### src/rtl/hazard_scoreboard_unit_if.sv
// hazard_scoreboard_unit_if: ID-stage hazard bus between pipeline control (master) and the hazard unit (slave)
interface hazard_scoreboard_unit_if #(
  parameter int REG_ADDR_W = 5,
  parameter int STAT_W     = 16
);
  logic                  ID_EX_memRead;
  logic [REG_ADDR_W-1:0] ID_EX_rt;
  logic [REG_ADDR_W-1:0] IF_ID_rs;
  logic [REG_ADDR_W-1:0] IF_ID_rt;
  logic                  IF_ID_useRs;
  logic                  IF_ID_useRt;
  logic                  flush;
  logic                  PCWrite;
  logic                  IF_IDWrite;
  logic                  memRegWriteSelection;
  logic                  stall_active;
  logic [STAT_W-1:0]     stall_cycles;
  modport master (
    output ID_EX_memRead, ID_EX_rt, IF_ID_rs, IF_ID_rt, IF_ID_useRs, IF_ID_useRt, flush,
    input  PCWrite, IF_IDWrite, memRegWriteSelection, stall_active, stall_cycles
  );
  modport slave (
    input  ID_EX_memRead, ID_EX_rt, IF_ID_rs, IF_ID_rt, IF_ID_useRs, IF_ID_useRt, flush,
    output PCWrite, IF_IDWrite, memRegWriteSelection, stall_active, stall_cycles
  );
endinterface

### src/rtl/hazard_scoreboard_unit.sv
// hazard_scoreboard_unit: load-use hazard detector with per-register countdown scoreboard; optional stall counter via HAZARD_STATS_EN
module hazard_scoreboard_unit #(
  parameter int REG_ADDR_W   = 5,
  parameter int LOAD_LATENCY = 1,
  parameter int STAT_W       = 16
) (
  input logic clk,
  input logic rst_n,
  hazard_scoreboard_unit_if.slave bus
);
  localparam int DEPTH = 2 ** REG_ADDR_W;
  localparam int CW = (LOAD_LATENCY > 1) ? $clog2(LOAD_LATENCY) : 1;
  localparam logic [CW-1:0] INIT = CW'(LOAD_LATENCY - 1);
  logic [CW-1:0] cnt [DEPTH];
  logic load, match_rs, match_rt, hazard;
  assign load = bus.ID_EX_memRead && bus.ID_EX_rt != '0;
  // An operand matches if it is really read, is not r0, and is either the load in EX or still counting down
  always_comb begin
    match_rs = bus.IF_ID_useRs && bus.IF_ID_rs != '0 &&
               ((bus.ID_EX_memRead && bus.ID_EX_rt == bus.IF_ID_rs) || cnt[bus.IF_ID_rs] != '0);
    match_rt = bus.IF_ID_useRt && bus.IF_ID_rt != '0 &&
               ((bus.ID_EX_memRead && bus.ID_EX_rt == bus.IF_ID_rt) || cnt[bus.IF_ID_rt] != '0);
    hazard   = rst_n && !bus.flush && (match_rs || match_rt);
  end
  assign bus.PCWrite              = !hazard;
  assign bus.IF_IDWrite           = !hazard;
  assign bus.memRegWriteSelection = hazard;
  // Load into EX arms its destination counter; every other busy counter counts down to zero
  always_ff @(posedge clk)
    for (int r = 0; r < DEPTH; r++)
      if (!rst_n) cnt[r] <= '0;
      else if (r != 0 && load && bus.ID_EX_rt == REG_ADDR_W'(r)) cnt[r] <= INIT;
      else if (cnt[r] != '0) cnt[r] <= cnt[r] - 1'b1;
  // Registered copy of the stall decision
  always_ff @(posedge clk)
    bus.stall_active <= rst_n && hazard;
`ifdef HAZARD_STATS_EN
  // Saturating count of stalled cycles since reset
  always_ff @(posedge clk)
    if (!rst_n) bus.stall_cycles <= '0;
    else if (hazard && bus.stall_cycles != '1) bus.stall_cycles <= bus.stall_cycles + 1'b1;
`else
  assign bus.stall_cycles = '0;
`endif
endmodule
### src/flat_wrapper.sv
// flat-port wrapper written by rule: the top's interface ports become plain ports
module hazard_scoreboard_unit_flat 
#(
  parameter int REG_ADDR_W   = 5,
  parameter int LOAD_LATENCY = 1,
  parameter int STAT_W       = 16
)
  (clk, rst_n, bus_ID_EX_memRead, bus_ID_EX_rt, bus_IF_ID_rs, bus_IF_ID_rt, bus_IF_ID_useRs, bus_IF_ID_useRt, bus_flush, bus_PCWrite, bus_IF_IDWrite, bus_memRegWriteSelection, bus_stall_active, bus_stall_cycles);
  hazard_scoreboard_unit_if #(.REG_ADDR_W(REG_ADDR_W), .STAT_W(STAT_W)) bus_i ();
  input logic clk;
  input logic rst_n;
  input wire logic [$bits(bus_i.ID_EX_memRead)-1:0] bus_ID_EX_memRead;
  input wire logic [$bits(bus_i.ID_EX_rt)-1:0] bus_ID_EX_rt;
  input wire logic [$bits(bus_i.IF_ID_rs)-1:0] bus_IF_ID_rs;
  input wire logic [$bits(bus_i.IF_ID_rt)-1:0] bus_IF_ID_rt;
  input wire logic [$bits(bus_i.IF_ID_useRs)-1:0] bus_IF_ID_useRs;
  input wire logic [$bits(bus_i.IF_ID_useRt)-1:0] bus_IF_ID_useRt;
  input wire logic [$bits(bus_i.flush)-1:0] bus_flush;
  output wire logic [$bits(bus_i.PCWrite)-1:0] bus_PCWrite;
  output wire logic [$bits(bus_i.IF_IDWrite)-1:0] bus_IF_IDWrite;
  output wire logic [$bits(bus_i.memRegWriteSelection)-1:0] bus_memRegWriteSelection;
  output wire logic [$bits(bus_i.stall_active)-1:0] bus_stall_active;
  output wire logic [$bits(bus_i.stall_cycles)-1:0] bus_stall_cycles;
  assign bus_i.ID_EX_memRead = bus_ID_EX_memRead;
  assign bus_i.ID_EX_rt = bus_ID_EX_rt;
  assign bus_i.IF_ID_rs = bus_IF_ID_rs;
  assign bus_i.IF_ID_rt = bus_IF_ID_rt;
  assign bus_i.IF_ID_useRs = bus_IF_ID_useRs;
  assign bus_i.IF_ID_useRt = bus_IF_ID_useRt;
  assign bus_i.flush = bus_flush;
  assign bus_PCWrite = bus_i.PCWrite;
  assign bus_IF_IDWrite = bus_i.IF_IDWrite;
  assign bus_memRegWriteSelection = bus_i.memRegWriteSelection;
  assign bus_stall_active = bus_i.stall_active;
  assign bus_stall_cycles = bus_i.stall_cycles;
  hazard_scoreboard_unit #(.REG_ADDR_W(REG_ADDR_W), .LOAD_LATENCY(LOAD_LATENCY), .STAT_W(STAT_W)) u_core (.clk(clk), .rst_n(rst_n), .bus(bus_i));
endmodule
### config.mk
export PLATFORM = sky130hd
export DESIGN_NAME = hazard_scoreboard_unit_flat
export DESIGN_NICKNAME = d
export VERILOG_FILES = /design/src/rtl/hazard_scoreboard_unit_if.sv /design/src/rtl/hazard_scoreboard_unit.sv /design/src/flat_wrapper.sv
export SDC_FILE = /design/constraint.sdc
export NUM_CORES = 1
export LEC_CHECK = 0
export CAP_MARGIN = 20
export CORE_UTILIZATION = 45
export CTS_CLUSTER_DIAMETER = 100
export DETAILED_ROUTE_END_ITERATION = 10
export PLACE_DENSITY = 0.67
export SLEW_MARGIN = 40
export SYNTH_ARGS = -nofsm -noshare
export SYNTH_HDL_FRONTEND = slang
export SYNTH_SLANG_ARGS = --single-unit
### constraint.sdc
create_clock -name clk -period 4.1 [get_ports clk]
set_input_delay 0.82 -clock clk [delete_from_list [all_inputs] [get_ports clk]]
set_output_delay 0.82 -clock clk [all_outputs]
set_load 0.02 [all_outputs]
Yosys cells after proc, flatten, opt, wreduce, memory -nomap -nowiden
Memories as Yosys holds them, arrays and structs flattened.
Index checks and enable logic that the tools add are counted.
{"block": "word_totals", "regBits": 1, "ram_bits": 32, "inputBits": 21, "output_inout_bits": 20, "elab_cells": 463, "n_memories": 1}
{"block": "classes", "add_sub_neg": 32, "eq_ne": 33, "mux": 284, "bitwise_logic": 63, "reduce_logical": 49}
{"memory": "u_core.cnt", "depth": 32, "width": 1, "read_ports": 34, "rd_clocked_by_memory_dff": 0, "write_ports": 32, "line_no": "hazard_scoreboard_unit.sv:14", "text": "logic [CW-1:0] cnt [DEPTH];"}
{"op": "2-to-1 mux 1 bit", "count": 284}
{"op": "equality test 5 bit, second input constant", "count": 16}
{"op": "bitwise OR 1 bit", "count": 63}
{"op": "logical AND 1 bit", "count": 41}
{"op": "equality test 5 x 4 -> 1 bit, second input constant", "count": 8}
{"op": "subtractor 1 bit, second input constant", "count": 32}
{"op": "equality test 5 x 3 -> 1 bit, second input constant", "count": 4}
{"op": "nonzero test 5 bit", "count": 3}
{"op": "equality test 5 x 2 -> 1 bit, second input constant", "count": 2}
{"op": "equality test 5 bit", "count": 2}
{"op": "equality test 5 x 1 -> 1 bit, second input constant", "count": 1}
{"op": "logical OR 1 bit", "count": 3}
{"op": "zero test 1 bit", "count": 2}

Depth between registers and ports, before layout
{"block": "depth", "word_depth": 8, "mapped_depth": 7, "depth_no_buf": 5}

Worst setup path after synthesis
Ideal clock, no wire load.
{"block": "synth_timing", "path_type": "input -> output", "startpoint": "in bus_IF_ID_rs[2]", "endpoint": "out bus_PCWrite", "t_arrival_ns": 2.272, "required_time_ns": 3.280, "slack_ns": 1.008, "cell_stages": 6, "path_buffers": 2, "path_cell_list": "buf_2 mux4_2 o2111a_1 o41ai_4 o2bb2a_4 buf_4"}
{"block": "synth_via", "elab_chain_cells": 7, "word_cells_on_any_way": 10, "cone_classes": "eq/ne: 1; reduce/logical: 8; memory: 1"}
{"element": "start: declaration", "line_no": "flat_wrapper.sv:14", "text": "input wire logic [$bits(bus_i.IF_ID_rs)-1:0] bus_IF_ID_rs;"}
{"element": "parallel branches: the longest is 3 deep, another holds memory read (32 x 1 bit)"}
{"element": "logical AND 1 bit *", "line_no": "hazard_scoreboard_unit.sv:19", "text": "match_rs = bus.IF_ID_useRs && bus.IF_ID_rs != '0 &&"}
{"element": "logical OR 1 bit *", "line_no": "hazard_scoreboard_unit.sv:23", "text": "hazard = rst_n && !bus.flush && (match_rs || match_rt);"}
{"element": "logical AND 1 bit *", "line_no": "hazard_scoreboard_unit.sv:23"}
{"element": "zero test 1 bit *"}
{"element": "end: declaration", "line_no": "flat_wrapper.sv:19", "text": "output wire logic [$bits(bus_i.PCWrite)-1:0] bus_PCWrite;"}
Mark *: on every way between the ends.

Worst setup path after layout
{"block": "layout_timing", "startpoint": "in bus_IF_ID_rs[1]", "endpoint": "out bus_memRegWriteSelection"}
{"block": "layout_via", "elab_chain_cells": 6, "word_cells_on_any_way": 9, "cone_classes": "eq/ne: 1; reduce/logical: 7; memory: 1"}
{"element": "parallel branches: the longest is 3 deep, another holds memory read (32 x 1 bit)"}
{"element": "logical AND 1 bit *", "line_no": "hazard_scoreboard_unit.sv:19"}
{"element": "logical OR 1 bit *", "line_no": "hazard_scoreboard_unit.sv:23"}
{"element": "logical AND 1 bit *", "line_no": "hazard_scoreboard_unit.sv:23"}
{"element": "end: declaration", "line_no": "flat_wrapper.sv:21", "text": "output wire logic [$bits(bus_i.memRegWriteSelection)-1:0] bus_memRegWriteSelection;"}
Marks and branches as above.

==> results.txt <==
Summed over all cells, the static leakage comes to 1.109 nW. The destination of the worst register-to-register timing path is u_core.bus.stall_active. Sorting the synthesized cells by area gives the leading types as edfxtp_1 (38%), mux4_2 (10%), buf_4 (5.2%). The detailed router finished its first iteration with 154 violations. The fmax is 254.4 MHz.

The number of vias in the routed layout is 1850. CTS saw 33 sinks. For this run, global-route usage on met1 was measured as 0.3305. In this run the clock root is driven by a clkbuf_8. Of the total power, the clock network draws 0.279. During synthesis, Yosys emitted a total of 0 warnings. The instance count of the mapped netlist came out at 220.

The leading register cell type out of synthesis is edfxtp_1. In this run the power density over the cells is 286.3 nW/µm². The effective utilization at floorplan is 0.4712.

The area share of the largest cell type after synthesis is 0.3819. The startpoint identified for the worst hold timing path is u_core.cnt[0]. After detailed routing, the average wire length per cell comes to 15.75 µm. The final count of hold timing violations came out at 0.

TritonCTS created 5 clock buffers. STA puts the critical path data required time at 3.28 ns. The portion of the post-synthesis area used by sequential elements came out at 0.3984.

The slowest stage of the critical path belongs to the cell clkdlybuf4s50_1. The switching part of the total is 0.2837. The floorplan die width came out at 75.60 µm. The actual transition at the worst max-transition pin came out at 0.6688 ns. The post-place instance area is 2882 µm².

The worst hold slack after final layout is 0.6117 ns. The post-detailed-route count of antenna-violating nets is 0. The area added between synthesis and finish is 21.56%.

The summed instance area of the synthesized netlist is 2437 µm². The final wirelength came out at 5.560 mm. Setup repair after global routing left no endpoint under its margin. The hold path endpoint is u_core.cnt[0]. Summed over all nets, the half-perimeter wirelength after detailed placement is 4.273 mm. The via count of the first global-routing pass came out at 1762. The worst slew margin relative to its limit is 0.5480.

The period utilization is 0.9587. The accumulated negative setup slack came out at 0 ns. The final setup violation count is 0.

In this run the mean area of a mapped cell was 11.08 µm². The CTS tree is built. In this run the register-to-register setup slack is 2.23 ns. The fraction of power consumed by combinational cells came out at 0.230. Traced cell by cell, the critical path runs through clkdlybuf4s50_1, mux4_2, o2111a_1, o41ai_4, buf_4, o2bb2ai_1, dlygate4sd2_1.

STA classifies the critical path startpoint as an input port. The final critical path time including I/O delays and setup is 3.931 ns. In the synthesized netlist, the cells that appear most often are edfxtp_1 (31), nor2b_1 (19), buf_4 (17), o21ai_0 (17), nand2_1 (15). The distinct cell type count of the synthesized netlist is 47. Among all cell types in the netlist, the one instantiated most often is edfxtp_1. The worst path buffer plus inverter count came out at 3. Counting instances, the worst hold path has a depth of 1.

The internal power contribution came out at 607.6 µW. The data arrival time of the critical path came out at 3.11 ns. The number of synthesized flops with an enable pin is 31.

Before antenna repair, the detailed router went through 4 iterations. The worst setup path is captured at an output pin. In the global route stage, overall resource usage came out at 0.2199. The maximum fanout encountered on the critical timing path came out at 3. The proportion of power drawn by flip-flops and latches is 0.491.

The number of vias per cell after detailed routing is 5.241. The flow ran to the end, and the final reports show no timing, DRC or antenna violations. The count of max-cap constraint violations is 0.

The congestion estimate from routability-driven global placement came to 0.8199. No sink is reached through more buffers than the 2 on the longest clock path. The hold buffer count at cts came out at 0. After routing the design area is 2963 µm². Clock-pin slew was measured on the worst setup and hold paths at 0.07 ns. The later pin in the worst-skew pair is clocked with a latency of 0.28 ns.

The number of antenna violations at the first check in global routing is 0. The number of cell instances on the worst register-to-register path is 5. The met3 track demand over resource is 0.03836.

The total power consumption of the routed design is 848.3 µW. In this run the critical register-to-register path is launched from u_core.cnt[12]. The area of the placeable core came out at 5172 µm². The switching power total came out at 240.7 µW. The die covers 5715 µm². The clock tree skew after final layout came out at 0.001214 ns. For this run, design rule violations remaining after detail routing come to 0. Broken down by cell family, the worst path's largest delay share belongs to buffers and inverters. The final count of pins violating max slew was 0. The global-route wire length before repair is 8.949 mm. The H-tree was split into 2 levels. The net count of the finished layout came out at 303.

The worst setup path is of the in -> out kind. On the worst path, the slowest cell contributes a delay of 0.58 ns. The port buffer count is 24. The maximum number of pins on one net before global-route repair came out at 32. The repair_antennas step left the layout with diodes totalling 0. The setup slack after layout came out at 0.1692 ns. The share of final-layout standard cells stronger than drive strength 1 is 0.1555. The met2 layer usage reported by global route came out at 0.3194. The height of the chip is 75.60 µm. Synthesis inferred 33 register bits. The layer carrying the most global-route usage is met1. The number of placement rows came out at 26.

The fraction of registers with async set/reset came out at 0. The count of boundary I/O pins is 41. Of all cell types, the one taking the most synthesized area is edfxtp_1. VDD sags by at most 0.1549 mV. The global-route congestion overflow total is 0. The worst setup slack before clock tree synthesis is -0.06260 ns. The tightest min-delay check is of the reg -> reg type.
[cell usage in the layout, fill, tap and decap left out, types with 3 or more instances in the layout]
cell type and instances:
nor4_1 3, buf_4 16, nand3b_1 13, inv_1 5, nand4b_1 3, clkbuf_8 5
nor2b_1 19, o311ai_0 4, nor2_1 4, nand2b_1 4, o21ai_0 17, edfxtp_1 31
mux4_2 11, conb_1 48, mux2i_1 6, nand3_1 5, xor2_1 8, nand2_1 15
clkdlybuf4s50_1 21, o22ai_1 3, dlygate4sd2_1 3
[registers in the layout (all words and copies together), names as in the netlist]
register and cells:
u_core.cnt 32, u_core.bus.stall_active 1
[cells by family (layout without fill, tap and decap cells)]
group	after synthesis	in the layout	synth area share
AOI/OAI and AO/OA	39	39	0.1247
muxes	20	20	0.1463
and+or+nand+nor	77	77	0.1920
buffers and inverters	40	56	0.1011
xor gates and xnor gates	10	10	0.03594
DFF	33	33	0.3984
other	1	48	0.001539
[routing by layer]
layer	share of wire	vias up
met1	0.48	879
met2	0.43	74
met3	0.069	10
met4	0.017	0
li1	-	887
met5	0	-
[worst max path at each step]
stage | startpoint | to | depth (start not counted)
2_1_floorplan | bus_IF_ID_rs[2] | bus_PCWrite | 6
3_3_place_gp | bus_IF_ID_rs[1] | bus_PCWrite | 8
3_5_place_dp | bus_IF_ID_rs[1] | bus_memRegWriteSelection | 9
4_1_cts | bus_IF_ID_rs[1] | bus_memRegWriteSelection | 7
5_1_grt | bus_IF_ID_rs[1] | bus_memRegWriteSelection | 9
6_report | bus_IF_ID_rs[1] | bus_memRegWriteSelection | 7
[power groups by stage]
stage	registers (mW)	clock network (mW)	logic, mW
final	0.417	0.236	0.195
after global routing	0.419	0.252	0.214
after CTS	0.416	0.242	0.194
after detailed placement	0.424	0	0.196
after global placement	0.423	0	0.192
after floorplan	0.415	0	0.144
[metrics by stage]
stage | cells | utilization
finish | 353 | 0.5728
global route | 353 | 0.5728
CTS | 353 | 0.5728
detailed placement | 345 | 0.5571
global placement | 345 | 0.5571
floorplan | 267 | -
[area by class of cell]
type                    count  area, µm²
fillers                   467       2210
multi-input cells         194       1396
flip-flops and latches     33      970.9
repair buffers             43      407.9
well taps                  70      87.58
clock buffers               5      68.82
inverters                   5      18.77
clock inverters             3      12.51
[what timing repair did]
item	4_1_cts	5_1_grt
buffers inserted	0	0
setup endpoints to repair	3	0
endpoints found under the hold margin	0	0
gates resized for setup	4	0
No activity file was read; power rests on OpenSTA's default activity.
